`config.mk`:
```
export PLATFORM = sky130hd
export DESIGN_NAME = avmm_rom_responder_flat
export DESIGN_NICKNAME = d
export VERILOG_FILES = /design/src/rtl/minilab_pkg.sv /design/src/rtl/avmm_rom_responder_if.sv /design/src/rtl/rd_latency_pipe.sv /design/src/rtl/avmm_rom_responder.sv /design/src/flat_wrapper.sv
export SDC_FILE = /design/constraint.sdc
export NUM_CORES = 1
export LEC_CHECK = 0
export CORE_MARGIN = 4
export CORE_UTILIZATION = 39
export CTS_CLUSTER_DIAMETER = 100
export DETAILED_ROUTE_END_ITERATION = 12
export PLACE_DENSITY = 0.8
export SLEW_MARGIN = 20
export SYNTH_ARGS = -nofsm -noshare
export SYNTH_HDL_FRONTEND = slang
export SYNTH_HIERARCHICAL = 1
export SYNTH_SLANG_ARGS = --single-unit
export TNS_END_PERCENT = 10
```
`constraint.sdc`:
```
create_clock -name clk -period 3 [get_ports clk]
set_input_delay 0.6 -clock clk [delete_from_list [all_inputs] [get_ports clk]]
set_output_delay 0.6 -clock clk [all_outputs]
set_load 0.05 [all_outputs]
```
`src/rtl/minilab_pkg.sv`:
```
// Shared lab package: Avalon-MM width defaults, ROM geometry and the default ROM fill pattern.
package minilab_pkg;

    localparam int AVMM_DATA_WIDTH = 64;
    localparam int AVMM_ADDR_WIDTH = 32;
    localparam int ROM_DEPTH       = 16;
    localparam int RD_LATENCY      = 3;

    typedef logic [3:0] pend_t;
    typedef logic [7:0] oor_cnt_t;

    // Every byte of ROM word idx defaults to idx+1, so word 0 reads as all 8'h01.
    function automatic logic [7:0] fill_byte(input int unsigned idx);
        return 8'(idx + 1);
    endfunction

endpackage

```
`src/rtl/avmm_rom_responder_if.sv`:
```
// Avalon-MM read-only command/response bundle between a master and the ROM responder.
interface avmm_rom_responder_if
    import minilab_pkg::*;
#(
    parameter int DATA_WIDTH = AVMM_DATA_WIDTH,
    parameter int ADDR_WIDTH = AVMM_ADDR_WIDTH
);

    logic [ADDR_WIDTH-1:0] address;
    logic                  read;
    logic                  waitrequest;
    logic [DATA_WIDTH-1:0] readdata;
    logic                  readdatavalid;

    modport master (
        output address,
        output read,
        input  waitrequest,
        input  readdata,
        input  readdatavalid
    );

    modport slave (
        input  address,
        input  read,
        output waitrequest,
        output readdata,
        output readdatavalid
    );

endinterface

```
`src/rtl/rd_latency_pipe.sv`:
```
// Fixed-latency shift pipeline carrying a valid bit and a ROM index from accept to response.
module rd_latency_pipe
    import minilab_pkg::*;
#(
    parameter int LATENCY     = RD_LATENCY,
    parameter int INDEX_WIDTH = 5
) (
    input  logic                   clk,
    input  logic                   rst,
    input  logic                   i_push,
    input  logic [INDEX_WIDTH-1:0] i_index,
    output logic                   o_pop,
    output logic [INDEX_WIDTH-1:0] o_index
);

    logic [LATENCY-1:0]     r_valid;
    logic [INDEX_WIDTH-1:0] r_index [LATENCY];

    // Stage 0 loads on the accept edge; the last stage feeds the response register in the top.
    always_ff @(posedge clk or posedge rst) begin
        if (rst) begin
            r_valid <= '0;
            for (int k = 0; k < LATENCY; k++) begin
                r_index[k] <= '0;
            end
        end else begin
            r_valid[0] <= i_push;
            r_index[0] <= i_index;
            for (int k = 1; k < LATENCY; k++) begin
                r_valid[k] <= r_valid[k-1];
                r_index[k] <= r_index[k-1];
            end
        end
    end

    assign o_pop   = r_valid[LATENCY-1];
    assign o_index = r_index[LATENCY-1];

endmodule

```
`src/rtl/avmm_rom_responder.sv`:
```
// Avalon-MM read-only ROM slave with programmable stall cycles, fixed read latency,
// an in-flight read cap and a saturating out-of-range read counter.
module avmm_rom_responder
    import minilab_pkg::*;
#(
    parameter int    DATA_WIDTH  = AVMM_DATA_WIDTH,
    parameter int    ADDR_WIDTH  = AVMM_ADDR_WIDTH,
    parameter int    DEPTH       = ROM_DEPTH,
    parameter int    LATENCY     = RD_LATENCY,
    parameter int    WAIT_CYCLES = 2,
    parameter int    MAX_PENDING = 4,
    parameter string INIT_FILE   = ""
) (
    input  logic                 clk,
    input  logic                 rst,
    avmm_rom_responder_if.slave  bus,
    output pend_t                pending,
    output oor_cnt_t             oor_count
);

    localparam int IDX_W = (DEPTH > 1) ? $clog2(DEPTH) : 1;

    logic [3:0]            r_stallCnt;
    pend_t                 r_pending;
    oor_cnt_t              r_oorCount;
    logic                  r_readdatavalid;
    logic [DATA_WIDTH-1:0] r_readdata;

    logic                  w_stall;
    logic                  w_full;
    logic                  w_accept;
    logic                  w_inRange;
    logic [IDX_W:0]        w_pushIndex;
    logic                  w_pop;
    logic [IDX_W:0]        w_popIndex;
    logic                  w_popOor;
    logic [IDX_W-1:0]      w_popIdx;
    logic [DATA_WIDTH-1:0] w_romWord;

    // Stall depends only on registered state (and reset), never on the incoming read.
    assign w_stall          = (r_stallCnt < 4'(WAIT_CYCLES));
    assign w_full           = (r_pending == 4'(MAX_PENDING));
    assign bus.waitrequest  = rst | w_stall | w_full;
    assign w_accept         = bus.read & ~bus.waitrequest;

    assign w_inRange   = (bus.address < ADDR_WIDTH'(DEPTH));
    assign w_pushIndex = {~w_inRange, bus.address[IDX_W-1:0]};

    rd_latency_pipe #(
        .LATENCY     (LATENCY),
        .INDEX_WIDTH (IDX_W + 1)
    ) u_pipe (
        .clk     (clk),
        .rst     (rst),
        .i_push  (w_accept),
        .i_index (w_pushIndex),
        .o_pop   (w_pop),
        .o_index (w_popIndex)
    );

    assign w_popOor = w_popIndex[IDX_W];
    assign w_popIdx = w_popIndex[IDX_W-1:0];

    // ROM image is built from the package fill pattern.
    logic [DATA_WIDTH-1:0] w_rom [DEPTH];
    for (genvar gi = 0; gi < DEPTH; gi++) begin : g_word
        assign w_rom[gi] = {(DATA_WIDTH/8){fill_byte(gi)}};
    end
    assign w_romWord = w_rom[w_popIdx];

    always_ff @(posedge clk or posedge rst) begin
        if (rst) begin
            r_stallCnt <= '0;
        end else if (w_accept) begin
            r_stallCnt <= '0;
        end else if (bus.read && bus.waitrequest && w_stall) begin
            r_stallCnt <= r_stallCnt + 4'd1;
        end
    end

    always_ff @(posedge clk or posedge rst) begin
        if (rst) begin
            r_pending <= '0;
        end else begin
            case ({w_accept, w_pop})
                2'b10:   r_pending <= r_pending + 4'd1;
                2'b01:   r_pending <= r_pending - 4'd1;
                default: r_pending <= r_pending;
            endcase
        end
    end

    // Response edge: data is captured only here so readdata holds between responses.
    always_ff @(posedge clk or posedge rst) begin
        if (rst) begin
            r_readdatavalid <= 1'b0;
            r_readdata      <= '0;
            r_oorCount      <= '0;
        end else begin
            r_readdatavalid <= w_pop;
            if (w_pop) begin
                r_readdata <= w_popOor ? '0 : w_romWord;
                if (w_popOor && (r_oorCount != 8'hFF)) begin
                    r_oorCount <= r_oorCount + 8'd1;
                end
            end
        end
    end

    assign bus.readdata      = r_readdata;
    assign bus.readdatavalid = r_readdatavalid;
    assign pending           = r_pending;
    assign oor_count         = r_oorCount;

endmodule
```
`src/flat_wrapper.sv`:
```
// flat-port wrapper written by rule: the top's interface ports become plain ports
module avmm_rom_responder_flat import minilab_pkg::*;
#(
    parameter int    DATA_WIDTH  = AVMM_DATA_WIDTH,
    parameter int    ADDR_WIDTH  = AVMM_ADDR_WIDTH,
    parameter int    DEPTH       = ROM_DEPTH,
    parameter int    LATENCY     = RD_LATENCY,
    parameter int    WAIT_CYCLES = 2,
    parameter int    MAX_PENDING = 4,
    parameter string INIT_FILE   = ""
)
  (clk, rst, pending, oor_count, bus_address, bus_read, bus_waitrequest, bus_readdata, bus_readdatavalid);
  avmm_rom_responder_if #(.DATA_WIDTH(DATA_WIDTH), .ADDR_WIDTH(ADDR_WIDTH)) bus_i ();
  input  logic clk;
  input  logic rst;
  output pend_t pending;
  output oor_cnt_t oor_count;
  input wire logic [$bits(bus_i.address)-1:0] bus_address;
  input wire logic [$bits(bus_i.read)-1:0] bus_read;
  output wire logic [$bits(bus_i.waitrequest)-1:0] bus_waitrequest;
  output wire logic [$bits(bus_i.readdata)-1:0] bus_readdata;
  output wire logic [$bits(bus_i.readdatavalid)-1:0] bus_readdatavalid;
  assign bus_i.address = bus_address;
  assign bus_i.read = bus_read;
  assign bus_waitrequest = bus_i.waitrequest;
  assign bus_readdata = bus_i.readdata;
  assign bus_readdatavalid = bus_i.readdatavalid;
  avmm_rom_responder #(.DATA_WIDTH(DATA_WIDTH), .ADDR_WIDTH(ADDR_WIDTH), .DEPTH(DEPTH), .LATENCY(LATENCY), .WAIT_CYCLES(WAIT_CYCLES), .MAX_PENDING(MAX_PENDING), .INIT_FILE(INIT_FILE)) u_core (.clk(clk), .rst(rst), .bus(bus_i), .pending(pending), .oor_count(oor_count));
endmodule
```
======== Word-level counts from Yosys, hierarchy flattened ========
Memories as Yosys holds them, arrays and structs flattened.
Index checks and enable logic that the tools add are counted.
operators by class
  add/sub/neg operators ................... 4
  $lt $le $gt $ge ......................... 3
  equal/unequal tests ..................... 4
  multiplexer cells ....................... 6
  bitwise logic cells ..................... 6
  reductions and logical operators ........ 6
operators by type and width
  kind                                                          count
  two-way mux 64 bit                                            3
  less-than comparator 32 x 5 -> 1 bit (second input constant)  1
  adder 4 x 1 -> 4 bit (second input constant)                  2
  adder 8 x 1 -> 8 bit (second input constant)                  1
  two-way mux 4 bit                                             2
  != test 8 bit (second input constant)                         1
  one-hot mux 4 bit (2 select lines)                            1
  greater-or-equal comparator 5 bit (second input constant)     1
  NOT 4 -> 5 bit                                                1
  equality test 4 x 3 -> 1 bit (second input constant)          1
  less-than comparator 4 x 2 -> 1 bit (second input constant)   1
  nonzero test 2 bit                                            2
  subtractor 4 x 1 -> 4 bit (second input constant)             1
  logical AND 1 bit                                             3
  equality test 2 x 1 -> 1 bit (second input constant)          1
  equality test 2 bit (second input constant)                   1
  NOT 1 bit                                                     2
  OR 1 bit                                                      2
  AND reduction 2 bit                                           1
  AND 1 bit                                                     1
word-level totals
  flip-flop bits (word level) ............. 99
  memory bits (read-only) ................. 1024
  bits of input ports ..................... 35
  output and inout port bits .............. 78
  logic and storage cells ................. 39
  memories kept ........................... 1
memories
  memory            depth  bits a word  rd ports  clocked after memory_dff  write ports  line                      text
  (name not given)  16     64           1         0                         0            avmm_rom_responder.sv:69  assign w_romWord = w_rom[w_popIdx];

======== Logic depth before layout (Yosys ltp) ========
  depth after elaboration ................. 7
  mapped depth ............................ 11

======== Hierarchy ========
The synthesis kept the hierarchy.
by module, submodules not included
  module              times used  cells each  area each (µm²)  seq. area each (µm²)
  avmm_rom_responder  1           168         1609.0           550.5
  rd_latency_pipe     1           24          491.7            450.4

======== Worst setup path after synthesis ========
Ideal clock, no wire load.
  path type ............................... register to register
  start ................................... register u_core.r_pending[2] (netlist: u_core/pending[2])
  end ..................................... register u_core.r_pending[2] (netlist: u_core/pending[2])
  arrival ................................. 2428 ps
  data required time ...................... 2854 ps
  slack ................................... 426 ps
  cell stages (with the launch flop) ...... 12
  buffers on the path ..................... 0
  period minus slack after synthesis ...... 2574 ps
  path through ............................ dfrtp_1 > nor4b_1 > nor2_1 > nand2_1 > or2_2 > ha_1 > xor2_1 > ha_1 > a21oi_1 > xor2_1 > nor2_1 > xor2_1
on the way
  cells in the longest elaborated chain, start to end .. 6
  elaborated cells between the ends (all ways) .. 10
  classes of those cells .................. 2 x add/sub; 3 x eq/ne; 1 x mux; 3 x bitwise; 1 x reduce/logical
RTL lines
  item                                                                             line                      text
  from (decl)                                                                      avmm_rom_responder.sv:24  pend_t r_pending;
  from (signal assigned)                                                           avmm_rom_responder.sv:86  2'b10: r_pending <= r_pending + 4'd1;
  from (signal assigned)                                                           avmm_rom_responder.sv:87  2'b01: r_pending <= r_pending - 4'd1;
  from (signal assigned)                                                           avmm_rom_responder.sv:88  default: r_pending <= r_pending;
  equality test 4 x 3 -> 1 bit                                                     avmm_rom_responder.sv:42  assign w_full = (r_pending == 4'(MAX_PENDING));
  OR 1 bit                                                                         avmm_rom_responder.sv:43  assign bus.waitrequest = rst | w_stall | w_full;
  NOT 1 bit                                                                        avmm_rom_responder.sv:44  assign w_accept = bus.read & ~bus.waitrequest;
  AND 1 bit                                                                        avmm_rom_responder.sv:44
  equality test 2 x 1 -> 1 bit / equality test 2 bit (equally long branches)       avmm_rom_responder.sv:85  case ({w_accept, w_pop})
  one-hot mux 4 bit (2 select lines) / nonzero test 2 bit (equally long branches)  n/a
Parallel ways exist; a longest one is shown, timed or not.
A chain may end at the register's enable or synchronous reset.

======== Final worst setup path ========
  start ................................... register u_core.r_pending[0] (netlist: u_core/pending[0])
  end ..................................... output bus_waitrequest
on the way
  cells in the longest elaborated chain, start to end .. 2
RTL lines
  item                          line                      text
  equality test 4 x 3 -> 1 bit  avmm_rom_responder.sv:42
  OR 1 bit                      avmm_rom_responder.sv:43
  to (decl)                     flat_wrapper.sv:20        output wire logic [$bits(bus_i.waitrequest)-1:0] bus_waitrequest;
Every way passes these cells.

==> results.toml <==
[cts]
clock_path_buffers = 2
post_cts_buffers = 0
cts_tree = "built"
clockRootBuffer = "clkbuf_8"
ctsResizeCount = 0
cts_sinks = 40
htree_levels = 2
clk_pin_slew_ps = 70
clock_latency_ps = 280
postCtsHoldBufs = 0
cts_buffers = 5

[sta]
clock_skew_ps = 6.28
slew_viol_final = 0
period_needed_ps = 2740
max_freq_mhz = 365
finalSetupViolCount = 0
finalCritPeriodShare = 0.914
finalSetupTns_ps = 0
rsz0062_at_grt = "no"
slew-limit-headroom = 0.452
finalHoldViolCount = 0
worst_pin_slew_ps = 822

[floorplan]
die_w_um = 81.4
dieArea_sq_um = 6630
ioPinCount = 113
initial_core_util = 0.406
row_count = 26
core_sq_um = 5170
die_y_um = 81.4

[logic_synthesis]
synth-edff-count = 0
synth_top_family_by_area = "buffers and inverters"
syn_area_sq_um = 2100
synth_seq_cells = 40
yosysTopAreaCell = "dfrtp_1"
yosys.cell_count.top_type = "buf_4"
synthTopCellsByCount = "buf_4 (64), dfrtp_1 (40), xor2_1 (10)"
synth-main-ff-cell = "dfrtp_1"
yosysWarnings = 6
synthAdderAreaFrac = 0.0417
ys_seq_area_frac = 0.476
synth_area_leaders = "dfrtp_1 (48%), buf_4 (23%), ha_1 (4.2%), xor2_1 (4.2%), nor4_1 (2.1%)"
synth-simple-area-share = 0.117
syn_area_per_cell_sq_um = 10.9
synth.distinct_cells = 35
synth-compound-area-share = 0.0530
synthXorXnorAreaFrac = 0.0500
synth_cells = 192
yosys-mux-area-fraction = 0.0173
synthArstFlopShare = 1.00
netlist.area_leader.share = 0.476

[drt]
ant_nets = 0
drt_pass1_iterations = 4
postRouteWirelength_mm = 3.56
drc = 0
wl_per_cell_um = 11.2
drt_iter0_drc = 65
vias = 1406
vias_per_cell = 4.42

[critical_path]
cp_data_required_time_ps = 2400
cp-end-kind = "output port"
critPathKind = "reg -> out"
critPathBufInv = 1
startpoint_type = "flip-flop"
max_stage_delay_ps = 790
crit_slowest_cell = "clkdlybuf4s50_1"
critPathMaxFanout = 7
worstPathCellList = "nor4b_1, or3_1, clkdlybuf4s50_1"
arrival_ps = 2140
path_delay_family = "buffers and inverters"

[global_route]
grt_max_degree = 23
grt_pass1_vias = 1247
grt_use_total = 0.108
antenna_found_initial = 0
globalRouteOverflowTotal = 0
grt_pass1_wl_mm = 5.43

[place]
globalplace.congestion = 0.756
io_buffers = 88
place_inst = 310
place_area_sq_um = 2680
dp_hpwl_mm = 2.89

[status]
status = "complete, no violations"

[final_layout]
fillers = 423
syn_to_final_growth_pct = 32.0
stdcell_area_sq_um = 2770
layout-drive-gt1-share = 0.0565
diodes = 0
nets = 289
fin_cells = 318
final_core_util = 0.536

[worst_hold_path]
hp-class = "reg -> reg"

[pwr]
ir_worst_vdd_mv = 0.288
power_density_nw_per_um2 = 678
p_leak_uw = 0.00123

[job]
max_cap_violations = 0
-- layout make-up --
| cell class | count | area [sq um] | share of cell area |
|---|---|---|---|
| multi-input cells | 103 | 676 | 0.244 |
| inverters | 8 | 30.0 | 0.0108 |
| well taps | 70 | 87.6 | 0.0316 |
| repair buffers | 89 | 888 | 0.320 |
| clock buffers | 8 | 90.1 | 0.0325 |
| flip-flops and latches | 40 | 1000 | 0.361 |
-- power breakdown --
part | switching [uW] | internal (uW) | total (uW)
Combinational | 469 | 304 | 773
Sequential | 116 | 637 | 754
Clock | 166 | 187 | 353
Total | 751 | 1130 | 1880
-- worst paths after layout --
kind	from	end	slack, ps	cells past startpoint
worst max-delay path	u_core/pending[0]$_DFFE_PP0P_	bus_waitrequest	260	3
max in group asynchronous	rst	u_core/oor_count[0]$_DFFE_PP0P_	1640	2
min in group asynchronous	rst	u_core/u_pipe/r_valid[2]$_DFF_PP0_	780	2
worst max register to register	u_core/pending[0]$_DFFE_PP0P_	u_core/pending[2]$_DFFE_PP0P_	560	11
worst min register to register	u_core/u_pipe/r_index[8]$_DFF_PP0_	u_core/u_pipe/o_index[3]$_DFF_PP0_	340	0
worst min-delay path	u_core/u_pipe/r_index[8]$_DFF_PP0_	u_core/u_pipe/o_index[3]$_DFF_PP0_	340	0
-- sequential cells by signal, indices dropped and copies added (netlist names) --
name and flops:
u_core/bus.readdatavalid 1, u_core/r_stallCnt 4, u_core/oor_count 8, u_core/u_pipe/r_index 10, u_core/pending 4, u_core/u_pipe/r_valid 3, u_core/u_pipe/o_index 5, u_core/bus.readdata 5
-- metal layers --
metal	global-route usage	vias up	share of wire
met5	0	-	0
met1	0.114	628	0.35
met3	0.0421	7	0.17
li1	-	667	-
met2	0.189	104	0.46
met4	0.0524	0	0.018
-- stage by stage --
| step | hold slack (ps) | total power (uW) | setup slack [ps] |
|---|---|---|---|
| 3_3_place_gp | 333 | 1520 | 168 |
| 3_5_place_dp | 335 | 1540 | 116 |
| 4_1_cts | 349 | 1900 | 241 |
| 2_1_floorplan | 331 | 1300 | 426 |
| 6_report | 343 | 1880 | 258 |
| 5_1_grt | 357 | 1990 | 175 |
-- cells by family after synthesis --
| kind of cell | after synthesis |
|---|---|
| flops | 40 |
| mux | 3 |
| fa+ha+maj | 7 |
| buf+inv | 72 |
| compound gates | 15 |
| xor+xnor | 12 |
| other cells | 1 |
| simple gates | 42 |
-- placed cells by master, fill, tap and decap left out, types with 2 or more instances in the layout --
cell type        count
clkdlybuf4s50_1     88
dfrtp_1             40
conb_1              24
xor2_1              10
inv_1                8
nor2_1               7
nor4_1               7
ha_1                 7
clkbuf_8             6
nand2_1              6
o21ai_0              5
nand3_1              4
nor3_1               4
a21oi_1              3
clkbuf_1             2
and4bb_2             2
nand4_1              2
xnor2_1              2
a32o_1               2
Power figures use the tool's default switching activity.
